==> src/rtl/arb_mux_n_1_pkg.sv <==
// Shared constants and elaboration helpers for the N:1 registered arbitrating mux.
package arb_mux_n_1_pkg;

  localparam int unsigned MODE_SEL = 0;
  localparam int unsigned MODE_RR  = 1;

  function automatic int unsigned clog2(input int unsigned value);
    int unsigned res;
    res = 0;
    while ((32'd1 << res) < value) res++;
    return res;
  endfunction

endpackage

==> src/rtl/arb_mux_n_1_rr_arbiter.sv <==
// Round-robin priority scan starting at ptr; ptr moves past the winner on each accepted grant.
module rr_arbiter
  import arb_mux_n_1_pkg::*;
#(
  parameter int unsigned N    = 4,
  parameter int unsigned SELW = 2
) (
  input  logic            clk,
  input  logic            reset,
  input  logic [N-1:0]    req,
  input  logic            advance,
  output logic [SELW-1:0] grant_idx,
  output logic            grant_vld
);

  logic [SELW-1:0] ptr_q, ptr_d;
  logic [SELW-1:0] idx_c;
  logic            vld_c;
  int unsigned     best_i;

  // Pick the requester with the smallest wrap-around distance from ptr.
  always_comb begin
    int unsigned ptr_i;
    int unsigned best_d;
    int unsigned d;
    ptr_i  = 32'(ptr_q);
    best_d = N;
    best_i = 0;
    idx_c  = '0;
    vld_c  = 1'b0;
    for (int unsigned i = 0; i < N; i++) begin
      d = (i >= ptr_i) ? (i - ptr_i) : (i + N - ptr_i);
      if (req[i] && (d < best_d)) begin
        best_d = d;
        best_i = i;
        idx_c  = SELW'(i);
        vld_c  = 1'b1;
      end
    end
  end

  always_comb begin
    ptr_d = ptr_q;
    if (advance && vld_c) ptr_d = (best_i == N - 1) ? '0 : SELW'(best_i + 1);
  end

  always_ff @(posedge clk or posedge reset) begin
    if (reset) ptr_q <= '0;
    else       ptr_q <= ptr_d;
  end

  assign grant_idx = idx_c;
  assign grant_vld = vld_c;

endmodule

==> src/rtl/arb_mux_n_1.sv <==
// N-input registered mux with valid/ready handshake; external select or round-robin arbitration.
module arb_mux_n_1
  import arb_mux_n_1_pkg::*;
#(
  parameter int unsigned WIDTH = 5,
  parameter int unsigned N     = 4,
  parameter int unsigned SELW  = 2,
  parameter int unsigned MODE  = 0
) (
  input  logic               clk,
  input  logic               reset,
  input  logic [SELW-1:0]    sel,
  input  logic [N-1:0]       in_valid,
  output logic [N-1:0]       in_ready,
  input  logic [N*WIDTH-1:0] in_data,
  output logic               out_valid,
  input  logic               out_ready,
  output logic [WIDTH-1:0]   out_data,
  output logic [SELW-1:0]    out_src
);

  if (SELW != clog2(N)) begin : g_selw_check
    $fatal(1, "arb_mux_n_1: SELW must equal clog2(N)");
  end

  logic               out_valid_q, out_valid_d;
  logic [WIDTH-1:0]   out_data_q, out_data_d;
  logic [SELW-1:0]    out_src_q, out_src_d;
  logic [SELW-1:0]    cand;
  logic               cand_vld;
  logic               load;
  logic               transfer;
  logic [N-1:0]       in_ready_c;
  logic [WIDTH-1:0]   mux_data;

  assign load = !out_valid_q || out_ready;

  if (MODE == MODE_RR) begin : g_rr
    logic sel_unused;
    assign sel_unused = ^sel;
    rr_arbiter #(.N(N), .SELW(SELW)) u_arb (
      .clk       (clk),
      .reset     (reset),
      .req       (in_valid),
      .advance   (transfer),
      .grant_idx (cand),
      .grant_vld (cand_vld)
    );
  end else begin : g_sel
    assign cand     = sel;
    assign cand_vld = 1'b1;
  end

  // An out-of-range sel matches no bit, so no channel is offered.
  always_comb begin
    in_ready_c = '0;
    mux_data   = '0;
    for (int unsigned i = 0; i < N; i++) begin
      if (cand == SELW'(i)) begin
        in_ready_c[i] = load && cand_vld;
        mux_data      = in_data[i*WIDTH +: WIDTH];
      end
    end
  end

  assign transfer = |(in_valid & in_ready_c);

  always_comb begin
    out_valid_d = out_valid_q;
    out_data_d  = out_data_q;
    out_src_d   = out_src_q;
    if (transfer) begin
      out_valid_d = 1'b1;
      out_data_d  = mux_data;
      out_src_d   = cand;
    end else if (out_ready) begin
      out_valid_d = 1'b0;
    end
  end

  always_ff @(posedge clk or posedge reset) begin
    if (reset) begin
      out_valid_q <= 1'b0;
      out_data_q  <= '0;
      out_src_q   <= '0;
    end else begin
      out_valid_q <= out_valid_d;
      out_data_q  <= out_data_d;
      out_src_q   <= out_src_d;
    end
  end

  assign in_ready  = in_ready_c;
  assign out_valid = out_valid_q;
  assign out_data  = out_data_q;
  assign out_src   = out_src_q;

endmodule
==> config.mk <==
export PLATFORM = sky130hd
export DESIGN_NAME = arb_mux_n_1
export DESIGN_NICKNAME = d
export VERILOG_FILES = /design/src/rtl/arb_mux_n_1_pkg.sv /design/src/rtl/arb_mux_n_1_rr_arbiter.sv /design/src/rtl/arb_mux_n_1.sv
export SDC_FILE = /design/constraint.sdc
export NUM_CORES = 1
export LEC_CHECK = 0
export ABC_AREA = 1
export CELL_PAD_IN_SITES_DETAIL_PLACEMENT = 2
export CELL_PAD_IN_SITES_GLOBAL_PLACEMENT = 2
export CORE_ASPECT_RATIO = 0.5
export CORE_MARGIN = 2
export CORE_UTILIZATION = 19
export CTS_BUF_LIST = sky130_fd_sc_hd__clkbuf_8
export DETAILED_ROUTE_END_ITERATION = 10
export GPL_TIMING_DRIVEN = 0
export PLACE_DENSITY = 0.91
export REMOVE_ABC_BUFFERS = 1
export SETUP_SLACK_MARGIN = 0.5
export SLEW_MARGIN = 0
export SYNTH_ARGS = -nofsm -noshare
export SYNTH_HDL_FRONTEND = slang
export SYNTH_SLANG_ARGS = --single-unit
export TNS_END_PERCENT = 1
==> constraint.sdc <==
create_clock -name clk -period 1.8 [get_ports clk]
set_input_delay 0.36 -clock clk [delete_from_list [all_inputs] [get_ports clk]]
set_output_delay 0.36 -clock clk [all_outputs]
set_load 0.05 [all_outputs]
# Word level (Yosys, flattened, before mapping)

Index checks and enable logic that the tools add are counted.

Output and inout port bits: 12
Bits in registers: 8
Word-level logic and storage cells: 22
Input bits: 29

Bitwise operators: 1
Muxes and demuxes: 10
Reduce and logical (&&, ||, !) cells: 5
Equality and inequality tests: 3

Operator list:

| cell               | count |
|---|---|
| $mux 5             | 4 |
| $mux 1             | 6 |
| $and 4x4->4        | 1 |
| $eq 2x2->1 const B | 2 |
| $reduce_or 4->1    | 1 |
| $eq 2x1->1 const B | 1 |
| $logic_not 2->1    | 1 |
| $reduce_bool 2->1  | 1 |
| $logic_not 1->1    | 1 |
| $logic_or 1x1->1   | 1 |

# Logic depth before layout (Yosys ltp)

Gate-level depths: netlist of run 1.

Word-level depth: 6
Gate-level depth with buffers: 8
Gate-level depth less buffers: 7

# Worst setup path after synthesis of run 1

OpenSTA, ideal clock, no wires.

Kind: register to output
Start point: reg out_valid_q (netlist: out_valid)
End point: out in_ready[0]
Required time: 1.440 ns
Stages on the path, launching flop included: 4
Slack: -0.479 ns
Path buffers: 0
Arrival: 1.919 ns
Cell sequence: dfrtp_1 nand2_2 inv_1 nor3_1

Cells in the longest elaborated chain, start to end: 3

Ends and longest elaborated chain:

| what                     | RTL line          | source |
|---|---|---|
| start: declaration       | arb_mux_n_1.sv:26 | `logic out_valid_q, out_valid_d;` |
| start signal: assignment | arb_mux_n_1.sv:87 | `out_valid_q <= out_valid_d;` |
| $logic_not 1->1          | arb_mux_n_1.sv:36 | `assign load = !out_valid_q \|\| out_ready;` |
| $logic_or 1x1->1         | arb_mux_n_1.sv:36 |  |
| $mux 1                   | arb_mux_n_1.sv:59 | `if (cand == SELW'(i)) begin` |
| end: declaration         | arb_mux_n_1.sv:14 | `output logic [N-1:0] in_ready,` |

Every way passes these cells.

# Worst setup path in the final report of run 1

Start point: reg out_valid_q (netlist: out_valid)
End point: out in_ready[2]

Same word-level chain as after synthesis.

==> impl_metrics.ini, run 1 <==
[timing]
tightest_slew_ns = 0.4905
max_clock_freq_mhz = 687.6
fin_crit_sh_pct = 80.80
finalHoldViolCount = 0
relSlewSlack_pct = 67.43
clock_skew_ns = 0.002339
finalSetupViolations = 0
maxSlewViolCount = 0
rsz0062_at_grt = yes
fin_crit_ns = 1.454

[worst_setup_path]
crit_buf_inv = 2
start_kind = flop
reg2regPathDepth = 7
worstSetupPathType = flop to output port
path_max_fanout = 4
cp.depth = 4
end_kind = output port
max_stage_delay_ns = 0.40
cp.required_ns = 1.44
critPathTopFamily = flip-flops
slowest_stage = dfrtp_1
crit_arrival_ns = 1.09
path_cells = nand2_4 -> inv_4 -> nor3_2 -> buf_6

[synth]
synth_area_leaders = dfrtp_1, nand2_1, nand3_1
synth_seq_cells = 8
syn_inst = 82
synth.largest_area_cell = dfrtp_1
synth_top_area_share_pct = 32.65
syn_avg_cell_area_um2 = 7.477
netlist_area_um2 = 613.1
ys_seq_area_share_pct = 32.65
ys.warnings.count = 0
synth_cell_types = 18

[final_layout]
drive_gt1_share_pct = 26.02
fin_nets = 154
layout_common_cells = clkdlybuf4s50_1, nand2_1, nand3_1
design_area_um2 = 1106
nFillCells = 352
area_delta_synth_final_pct = 80.41
mostFrequentLayoutCell = clkdlybuf4s50_1
antenna_cells = 0
fin_util_pct = 36.50

[floorplanning]
die-area_um2 = 3725
start_util_pct = 20.23
die_w_um = 84.34
die_y_um = 44.17
coreArea_um2 = 3030
ios = 41
num_rows = 14

[power_and_ir_drop]
p_per_area_nw_per_um2 = 823.2
peakVddDrop_mv = 0.2994
p_leak_nw = 0.5018

[run]
drv_cap = 0

[drt]
viasPerCell = 4.528
drtPass1Iterations = 4
drc_errors = 0
routed_wl_um = 2484
drt.antenna.violating_nets = 0
post_drt_wl_per_cell_um = 15.24
vias = 738
drt_iter0_drc = 48

[clocking]
path_clk_slew_ns = 0.04
cts_root_buffer = clkbuf_8
clock_sinks = 8
htreeDepth = 1
insertion_delay_ns = 0.23
cts_buffers = 3
cts_tree = yes
cts_max_path_buffers = 2

[global_route]
grt_max_degree = 18
grt_pass1_vias = 821
grt.overflow.total = 0
antenna_found_initial = 0
grtUsageTotal_pct = 14.07
grt_pass1_wl_um = 4105

[place]
gp_routability_congestion = 0.7425
place_area_um2 = 1028
hpwl_um = 1978
io_buffer_count = 40

[run_status]
status = finished, final reports clean

[worst_hold_path]
hp-class = input pin to async pin
metal layers:
metal | vias to the layer above | part of all wire, % | track usage, %
li1 | 360 | - | -
met4 | 0 | 0 | 1.905
met1 | 366 | 46 | 18.09
met2 | 12 | 52 | 26.19
met3 | 0 | 2.1 | 2.425
met5 | - | 0 | 0
registers in the layout, summed over array words and instances, names as in the netlist:
signal / cells
out_data: 5
out_src: 2
out_valid: 1
through the flow:
stage | std cells | setup slack [ns] | hold slack (ns) | TNS (ns) | total power, mW
detailed placement | 158 | -1.126 | 0.4725 | -7.413 | 0.7006
global placement | 158 | -1.075 | 0.4599 | -6.588 | 0.6887
finish | 163 | 0.3456 | 0.4196 | 0 | 0.9105
floorplan | 78 | -0.4794 | 0.1757 | -1.517 | 0.4995
global route | 163 | 0.3175 | 0.4555 | 0 | 0.9600
CTS | 162 | 0.3119 | 0.4087 | 0 | 0.9069
cell usage after synthesis:
master	count
nand2_2	1
nor2_2	1
buf_6	2
inv_1	4
nor3_1	3
nand4_1	5
nor2_4	2
inv_4	2
nand2_4	3
nand2_1	21
inv_2	1
dfrtp_1	8
nor2_1	2
buf_4	1
buf_2	1
o21ai_0	6
nand3_1	15
nand3_2	4
power by group:
part / switching (mW) / total, mW / internal (mW)
Clock: 0.0729 / 0.218 / 0.145
Combinational: 0.294 / 0.449 / 0.155
Sequential: 0.0229 / 0.244 / 0.221
final timing paths:
path,from,endpoint,slack [ns]
worst min register to register,out_data[4],out_data[4],0.48
max in group asynchronous,reset,out_data[2],1.14
worst max-delay path,out_valid,in_ready[2],0.35
min in group clk,out_data[4],out_data[4],0.48
worst max register to register,out_valid,out_src[0],0.52
worst min-delay path,reset,out_src[0],0.42
final cells by class:
type / count / area [µm²] / area share (%)
clock buffer: 3 / 41.29 / 3.733
inverter: 7 / 33.78 / 3.054
multi-input combinational: 63 / 372.9 / 33.71
sequential: 8 / 200.2 / 18.10
tap: 40 / 50.05 / 4.525
timing repair buffer: 42 / 407.9 / 36.88
timing repair:
item / in CTS / in global routing
gates resized for setup: 60 / 8
pin swaps: 2 / 1
endpoints found under the setup margin: 20 / 20
buffers inserted: 1 / 1
hold buffers: 0 / 0
cells by family after synthesis:
| kind of cell | after synthesis | share of synthesized area [%] |
|---|---|---|
| flops | 8 | 32.65 |
| compound gates | 6 | 4.898 |
| buf+inv | 11 | 10.81 |
| simple gates | 57 | 51.63 |
Note: power is estimated with default switching activity, not from simulation.
==> inputs of run 2 (changes only) <==
- CORE_UTILIZATION: 19 -> 18
- PLACE_DENSITY: 0.91 -> 0.87
- clock period: 1.8 -> 1.44 ns (I/O delays scaled with it)
==> run 2 against run 1 <==
Against the previous run:
- sequential power increased by 27%
- first-iteration DRC count decreased by 79%
- clock power increased by 24%
- flip-flop and latch count unchanged
- critical path depth decreased by 3
- clock skew increased by 0.00067 ns
- sequential share of layout area decreased by 0.14 points
- utilization decreased by 0.74 points
- worst hold slack got worse by 0.091 ns
- largest cell class unchanged
- largest power group unchanged
==> impl_metrics.ini, run 2 (same netlist as run 1, synthesis figures left out) <==
[drt]
drt.antenna.violating_nets = 0
drc_errors = 0
routed_wl_um = 2589
viasPerCell = 4.519
drt_iter0_drc = 10
vias = 732
drtPass1Iterations = 3
post_drt_wl_per_cell_um = 15.98

[global_route]
grt_pass1_vias = 814
grt.overflow.total = 0
grtUsageTotal_pct = 14.35
grt_pass1_wl_um = 4195
antenna_found_initial = 0
grt_max_degree = 18

[worst_setup_path]
reg2reg_from = out_valid
worstSetupPathType = flop to output port
critical_path.startpoint = out_data[4]
critPathTopFamily = buffers and inverters
crit_buf_inv = 1
reg2regPathDepth = 7
path_max_fanout = 2
end_kind = output port
max_stage_delay_ns = 0.52
crit_arrival_ns = 1.10
r2r-end = out_data[2]
slowest_stage = clkdlybuf4s15_1
r2r_setup_slack_ns = 0.18
cp.depth = 1
start_kind = flop
cp.required_ns = 1.15
path_cells = clkdlybuf4s15_1
endpoint = out_data[4]

[clocking]
clock_sinks = 8
cts_max_path_buffers = 2
cts_buffers = 3
insertion_delay_ns = 0.23
path_clk_slew_ns = 0.04
cts_root_buffer = clkbuf_8
htreeDepth = 1
cts_tree = yes

[power_and_ir_drop]
sequentialPowerShare_pct = 27.0
peakVddDrop_mv = 0.2621
clkPwrFrac_pct = 23.4
p_comb_share_pct = 49.6
p_per_area_nw_per_um2 = 1035
intPower_mw = 0.6523
power.switching_mw = 0.5016
swShare_pct = 43.47
p_leak_nw = 0.4974

[timing]
finalSetupTns_ns = 0
tightest_slew_ns = 0.5070
hold_ws_ns = 0.3287
finalHoldViolCount = 0
finalSetupViolations = 0
fin_crit_sh_pct = 96.58
maxSlewViolCount = 0
fin_crit_ns = 1.391
max_clock_freq_mhz = 719.0
clock_skew_ns = 0.003006
rsz0062_at_grt = yes
relSlewSlack_pct = 66.33

[final_layout]
mostFrequentLayoutCell = clkdlybuf4s50_1
largest_reg_flops = 5
fin_nets = 153
layout_common_cells = clkdlybuf4s50_1, nand2_1, nand3_1
design_area_um2 = 1115
antenna_cells = 0
area_delta_synth_final_pct = 81.84
drive_gt1_share_pct = 25.41

[floorplanning]
coreArea_um2 = 3118
die_w_um = 86.54
ios = 41
start_util_pct = 19.66
die_y_um = 45.27
num_rows = 14
die-area_um2 = 3917

[run]
drv_cap = 0

[place]
io_buffer_count = 40
place_area_um2 = 1028
hpwl_um = 1936
gp_routability_congestion = 0.6710

[run_status]
status = finished, final reports clean

[worst_hold_path]
hp-class = input pin to async pin
==> run 2: cell count changes in the layout (fill, tap and decap cells not counted) <==
cell             before  now
nor3_2                2    0
buf_6                 4    3
clkbuf_4              0    1
dlygate4sd2_1         3    2
clkdlybuf4s15_2       1    2
clkbuf_2              1    0
clkdlybuf4s15_1       4    5
buf_4                 4    3
nor3_4                1    3
==> run 2: worst min-delay path by stage <==
stage | start | cells past startpoint | endpoint | slack [ns]
after CTS | reset | 2 | out_data[3] | 0.34
after global placement | out_src[1] | 2 | out_src[1] | 0.46
after floorplan | reset | 1 | out_data[0] | 0.10
after detailed placement | out_data[1] | 2 | out_data[1] | 0.47
final | reset | 2 | out_data[3] | 0.33
after global routing | reset | 2 | out_data[3] | 0.36
==> run 2: per-stage QoR <==
step / std cells / util (%) / setup WS [ns] / total power, mW
after detailed placement: 158 / 32.99 / -1.371 / 0.8788
after global routing: 162 / 35.75 / 0.01979 / 1.218
after global placement: 158 / 32.99 / -1.285 / 0.8624
after CTS: 162 / 35.23 / 0.04075 / 1.157
final: 162 / 35.75 / 0.04925 / 1.154
after floorplan: 78 / - / -0.7674 / 0.6244
==> run 2: timing repair <==
item                       CTS  global route
gates resized for setup     66             4
pin swaps                    2             2
hold buffers                 0             0
setup endpoints to repair   20            20
gates cloned                 0             0
buffers inserted             1             0
==> run 2: area by class of cell <==
type                    count  area (µm²)
clock buffers               3       41.29
flip-flops and latches      8       200.2
multi-input cells          63       385.4
fillers                   354        2003
well taps                  40       50.05
repair buffers             41       404.1
inverters                   7       33.78
==> run 2: power by group through the flow <==
stage / logic (mW) / registers [mW] / clock network [mW]
4_1_cts: 0.571 / 0.311 / 0.276
3_5_place_dp: 0.571 / 0.307 / 0
2_1_floorplan: 0.141 / 0.483 / 0
3_3_place_gp: 0.558 / 0.304 / 0
5_1_grt: 0.611 / 0.316 / 0.291
6_report: 0.572 / 0.311 / 0.271
==> run 2: routing by layer <==
layer / routed length (µm) / GRT usage [%]
met1: 1100 / 16.98
met2: 1410 / 28.00
met3: 58 / 3.108
met4: 19 / 1.875
met5: 0 / 0
